File: src/rtl/io_output_disp.sv
// Memory-mapped seven-segment output port bank with a shared double-dabble converter.
// Optional build macro IO_OUT_LEADZ_BLANK_EN blanks leading zero digits in decimal mode.
module io_output_disp #(
    parameter int          NPORTS    = 3,
    parameter int          DATA_W    = 8,
    parameter int          DIGITS    = 2,
    parameter logic [5:0]  BASE_WORD = 6'h20
) (
    input  logic                         io_clk,
    input  logic                         clrn,
    input  logic [31:0]                  addr,
    input  logic [31:0]                  datain,
    input  logic                         write_io_enable,
    output logic [NPORTS*DIGITS*7-1:0]   seg_out,
    output logic                         busy,
    output logic [31:0]                  rd_data
);

    localparam int ACC_W = DIGITS * 4;
    localparam int CNT_W = $clog2(DATA_W + 1);
    localparam int SEL_W = (NPORTS > 1) ? $clog2(NPORTS) : 1;

    typedef enum logic [1:0] {IDLE, SHIFT, COMMIT} state_t;

    state_t              state;
    logic [DATA_W-1:0]   value   [NPORTS];
    logic [ACC_W-1:0]    digits  [NPORTS];
    logic [NPORTS-1:0]   pending;
    logic [NPORTS-1:0]   mode;
    logic [SEL_W-1:0]    sel;
    logic                dirty;
    logic [DATA_W-1:0]   shreg;
    logic [ACC_W-1:0]    acc;
    logic [CNT_W-1:0]    cnt;

    logic [NPORTS-1:0]   wr_port;
    logic                wr_ctrl;
    logic [NPORTS-1:0]   mode_new;
    logic [DATA_W-1:0]   value_new [NPORTS];
    logic [NPORTS-1:0]   set_pend;
    logic [NPORTS-1:0]   reload;
    logic [NPORTS-1:0]   pend_nx;
    logic [SEL_W-1:0]    first;
    logic [ACC_W-1:0]    adj;
    logic [ACC_W-1:0]    acc_nx;
    logic [DATA_W-1:0]   shreg_nx;

    logic unused_bits;
    assign unused_bits = ^{addr[31:8], addr[1:0], datain};

    function automatic logic [ACC_W-1:0] hex_nib(input logic [DATA_W-1:0] v);
        logic [ACC_W+DATA_W-1:0] t;
        t = {{ACC_W{1'b0}}, v};
        return t[ACC_W-1:0];
    endfunction

    function automatic logic [6:0] seg7(input logic [3:0] n);
        case (n)
            4'h0: return 7'b1000000;
            4'h1: return 7'b1111001;
            4'h2: return 7'b0100100;
            4'h3: return 7'b0110000;
            4'h4: return 7'b0011001;
            4'h5: return 7'b0010010;
            4'h6: return 7'b0000010;
            4'h7: return 7'b1111000;
            4'h8: return 7'b0000000;
            4'h9: return 7'b0010000;
            4'ha: return 7'b0001000;
            4'hb: return 7'b0000011;
            4'hc: return 7'b1000110;
            4'hd: return 7'b0100001;
            4'he: return 7'b0000110;
            default: return 7'b0001110;
        endcase
    endfunction

    // Port writes land first; the mode decision then looks at the updated value.
    always_comb begin
        wr_ctrl  = write_io_enable && (addr[7:2] == BASE_WORD + 6'(NPORTS));
        mode_new = wr_ctrl ? datain[NPORTS-1:0] : mode;
        for (int i = 0; i < NPORTS; i++) begin
            wr_port[i]   = write_io_enable && (addr[7:2] == BASE_WORD + 6'(i));
            value_new[i] = wr_port[i] ? datain[DATA_W-1:0] : value[i];
            set_pend[i]  = !mode_new[i] && (wr_port[i] || (wr_ctrl && mode[i]));
            reload[i]    = mode_new[i] && (wr_port[i] || wr_ctrl);
        end
    end

    // NOTE: every combinational output gets a default before any conditional update, so no latch is inferred.
    always_comb begin
        first = '0;
        for (int i = NPORTS - 1; i >= 0; i--)
            if (pending[i]) first = SEL_W'(i);
    end

    // A port rewritten while it is converting stays pending so it reconverts after the stale commit.
    always_comb begin
        pend_nx = (pending | set_pend) & ~mode_new;
        if (state == COMMIT && !(dirty || set_pend[sel]))
            pend_nx[sel] = 1'b0;
    end

    always_comb begin
        adj = '0;
        for (int d = 0; d < DIGITS; d++)
            adj[d*4 +: 4] = (acc[d*4 +: 4] >= 4'd5) ? acc[d*4 +: 4] + 4'd3 : acc[d*4 +: 4];
        {acc_nx, shreg_nx} = {adj, shreg} << 1;
    end

    always_ff @(posedge io_clk or negedge clrn) begin
        if (!clrn) begin
            state   <= IDLE;
            pending <= '0;
            mode    <= '0;
            sel     <= '0;
            dirty   <= 1'b0;
            shreg   <= '0;
            acc     <= '0;
            cnt     <= '0;
            // NOTE: the port and digit arrays are reset too, because the display must read "0" straight out of reset.
            for (int i = 0; i < NPORTS; i++) begin
                value[i]  <= '0;
                digits[i] <= '0;
            end
        end else begin
            // NOTE: all state here uses non-blocking assignments so every register samples pre-edge values.
            mode    <= mode_new;
            pending <= pend_nx;
            for (int i = 0; i < NPORTS; i++) begin
                value[i] <= value_new[i];
                if (reload[i]) digits[i] <= hex_nib(value_new[i]);
            end
            case (state)
                IDLE: begin
                    if (|pending) begin
                        sel   <= first;
                        shreg <= value[first];
                        acc   <= '0;
                        cnt   <= CNT_W'(DATA_W);
                        dirty <= set_pend[first];
                        state <= SHIFT;
                    end
                end
                SHIFT: begin
                    acc   <= acc_nx;
                    shreg <= shreg_nx;
                    cnt   <= cnt - CNT_W'(1);
                    dirty <= dirty | set_pend[sel];
                    if (cnt == CNT_W'(1)) state <= COMMIT;
                end
                COMMIT: begin
                    // A port that went hex mid-conversion keeps its freshly loaded nibbles.
                    if (!mode_new[sel]) digits[sel] <= acc;
                    state <= IDLE;
                end
                default: state <= IDLE;
            endcase
        end
    end

    assign busy = (state != IDLE) || (|pending);

    always_comb begin
        rd_data = '0;
        for (int i = 0; i < NPORTS; i++)
            if (addr[7:2] == BASE_WORD + 6'(i)) rd_data[DATA_W-1:0] = value[i];
        if (addr[7:2] == BASE_WORD + 6'(NPORTS)) begin
            rd_data[16 +: NPORTS] = pending;
            rd_data[NPORTS-1:0]   = mode;
        end
    end

    always_comb begin
        logic [3:0] nib;
        logic       blank;
`ifdef IO_OUT_LEADZ_BLANK_EN
        logic       lead;
`endif
        seg_out = '0;
        nib     = '0;
        blank   = 1'b0;
        for (int p = 0; p < NPORTS; p++) begin
`ifdef IO_OUT_LEADZ_BLANK_EN
            lead = 1'b1;
`endif
            for (int d = DIGITS - 1; d >= 0; d--) begin
                nib   = digits[p][d*4 +: 4];
                blank = 1'b0;
`ifdef IO_OUT_LEADZ_BLANK_EN
                blank = lead && (d != 0) && !mode[p] && (nib == 4'd0);
                lead  = blank;
`endif
                seg_out[(p*DIGITS+d)*7 +: 7] = blank ? 7'b1111111 : seg7(nib);
            end
        end
    end

endmodule

File: config.mk
export PLATFORM = sky130hd
export DESIGN_NAME = io_output_disp
export DESIGN_NICKNAME = d
export VERILOG_FILES = /design/src/rtl/io_output_disp.sv
export SDC_FILE = /design/constraint.sdc
export NUM_CORES = 1
export LEC_CHECK = 0
export CORE_ASPECT_RATIO = 0.6
export CORE_MARGIN = 2
export CORE_UTILIZATION = 45
export DETAILED_ROUTE_END_ITERATION = 8
export HOLD_SLACK_MARGIN = 0.08
export PLACE_DENSITY = 0.74
export SYNTH_ARGS = -nofsm -noshare
export SYNTH_HDL_FRONTEND = slang
export SYNTH_SLANG_ARGS = --single-unit
File: constraint.sdc
create_clock -name io_clk -period 4 [get_ports io_clk]
set_input_delay 0.6 -clock io_clk [delete_from_list [all_inputs] [get_ports io_clk]]
set_output_delay 0.6 -clock io_clk [all_outputs]
set_load 0.05 [all_outputs]
==> results.cfg <==
[synth]
synthArstFlopShare_pct = 100
synth-edff-count = 0
ys_types = 55
syn-mean-instance-area_um2 = 10.3
synth_warnings = 0
yosysTopAreaCellShare_pct = 33.7
synth_area_leaders = dfrtp_1, ha_1, mux2_2, mux2i_1, mux4_2
ys_seq_elements = 79
postSynthCellCount = 568
yosysTopAreaCell = dfrtp_1
syn_area_um2 = 5860
synth-seq-area-share_pct = 33.7
ys.flop_type = dfrtp_1

[drt]
ant_nets = 0
routed_via_density = 5.79
dr.pass1.iters = 5
num_vias = 4644
drc = 0
wl_per_cell_um = 18.6
initialDrtViolationCount = 444
routed_wl_mm = 14.9

[placement]
dp.cells = 786
place_ws_ns = 0.513
port_buffers = 70
routabilityCongestion = 0.887
postPlaceCellArea_um2 = 6600
place_hpwl_mm = 10.8

[sta]
fmax_mhz = 284
fin_tns_setup_ns = 0
rsz0062_at_grt = false
fin_crit_ns = 3.52
finClkSkew_ns = 0.00500
setup_violations = 0
holdWs_ns = 0.424
max_slew_margin_pct = 17.1
worstMarginPinSlew_ns = 1.24
period_share_pct = 88.0
setup_slack_ns = 0.479
hold_violations = 0
finalMaxSlewViolations = 0

[clocking]
hold_buffers = 0
numCtsBuffers = 9
clk_path_buf_depth = 2
cts_tree = built
cts_sinks = 79
htreeDepth = 3
cts_root_buffer = clkbuf_16
clock_latency_ns = 0.34
clkSlewWorstSetupHoldPaths_ns = 0.06
cts_resized = 0
post-cts-setup-buffer-count = 0

[power]
ir_drop_mv = 0.260
p_total_mw = 4.36
p_leak_nw = 3.04
power.density_nw_per_um2 = 632

[global_routing]
met1_usage_pct = 30.6
grt.busiest_layer = met2
grt_pass1_wl_mm = 23.6
track_usage_pct = 21.8
grt_max_degree = 80
grtUsageMet2_pct = 33.3
grt_pass1_vias = 4472
met3_usage_pct = 7.44
antenna_found_initial = 0
overflow = 0

[setup_path]
crit_family = buffers and inverters
cp_num_buf_inv = 3
reg2reg_depth = 6
path_depth = 6
cp_common_cell = clkdlybuf4s50_1
cp.arrival_ns = 2.92
cpMaxStageDelayCell = clkdlybuf4s50_1
worstSetupEndpointType = output pin
crit_chain = clkdlybuf4s50_1, buf_4, nor2b_1, a21oi_1, nor2_1, clkdlybuf4s50_1
crit_type = input pin to output pin
crit_required_ns = 3.40
worstPathMaxFanout = 8
crit_path_start_kind = input pin
critical_path.max_stage_delay_ns = 0.83

[floorplanning]
start_util_pct = 45.9
io_pins = 142
dieArea_um2 = 14000
core.rowCount = 32
core_um2 = 12800
die_width_um = 151
die_h_um = 92.4

[finish]
layout-drive-gt1-share_pct = 15.7
nets = 736
fin_util_pct = 54.0
stdcell_area_um2 = 6890
area_delta_synth_final_pct = 17.7
fill_cells = 1082
fin_cells = 802
final_cell_mix = dfrtp_1, clkdlybuf4s50_1, nor2_1, mux2i_1, mux2_2
antenna_cells = 0
final_common_cell = dfrtp_1

[run_status]
status = finished clean

[min_path]
holdCritPathClass = input pin to asynchronous set/reset pin

[flow_run]
drv_cap = 0
## power breakdown
part           switching [mW]  internal, mW
sequential              0.342         0.997
clock                   0.317         0.500
combinational            1.34         0.860
total                    2.00          2.36
## routing by layer
metal  vias up  part of all wire, %  wire length (um)
li1       2125                    -                 -
met1      2285                   45              6690
met2       220                   45              6680
met3        14                  9.3              1380
met4         0                 0.88               131
met5         -                    0                 0
## final timing paths
kind	startpoint	endpoint	slack (ns)
setup / recovery	addr[2]	rd_data[3]	0.48
hold / removal	clrn	cnt[1]$_DFFE_PN0P_	0.42
setup reg to reg	pending[1]$_DFF_PN0_	shreg[6]$_DFFE_PN0P_	1.62
hold reg to reg	cnt[1]$_DFFE_PN0P_	cnt[1]$_DFFE_PN0P_	0.51
max in group asynchronous	clrn	digits[0]$_DFF_PN0_	2.92
min in group io_clk	cnt[1]$_DFFE_PN0P_	cnt[1]$_DFFE_PN0P_	0.51
## cells by family after synthesis
kind of cell / count (synthesis) / share of synthesized area, %
DFF: 79 / 33.7
and+or+nand+nor: 135 / 13.4
xor gates and xnor gates: 3 / 0.449
adders and majority gates: 42 / 8.97
AOI/OAI and AO/OA: 119 / 13.8
other: 1 / 0.0640
buffers and inverters: 75 / 6.51
muxes: 114 / 23.1
## state kept, by name, indices dropped and copies added (netlist names)
register,count
digits,24
value,24
acc,8
shreg,8
cnt,4
mode,3
pending,3
sel,2
state,2
dirty,1
## synth_stat cells, types with 7 or more instances
library cell / instances
dfrtp_1: 79
nor2_1: 50
mux2i_1: 48
mux2_2: 44
ha_1: 42
o21ai_0: 29
inv_1: 27
buf_4: 21
a21oi_1: 20
nand2_1: 19
a22o_1: 14
clkbuf_1: 14
o22ai_1: 11
nor2b_1: 10
o31ai_1: 10
a22oi_1: 9
mux4_2: 9
nand2b_1: 9
and2_1: 8
mux2_4: 7
o22a_1: 7
## area by class of cell
class / instances / area [um^2] / share of cell area [%]
multi-input cells: 434 / 3580 / 51.9
clock inverters: 3 / 42.5 / 0.617
well taps: 170 / 213 / 3.09
inverters: 28 / 105 / 1.52
clock buffers: 13 / 250 / 3.63
repair buffers: 75 / 731 / 10.6
flip-flops and latches: 79 / 1980 / 28.7
No activity file was read; power rests on OpenSTA's default activity.
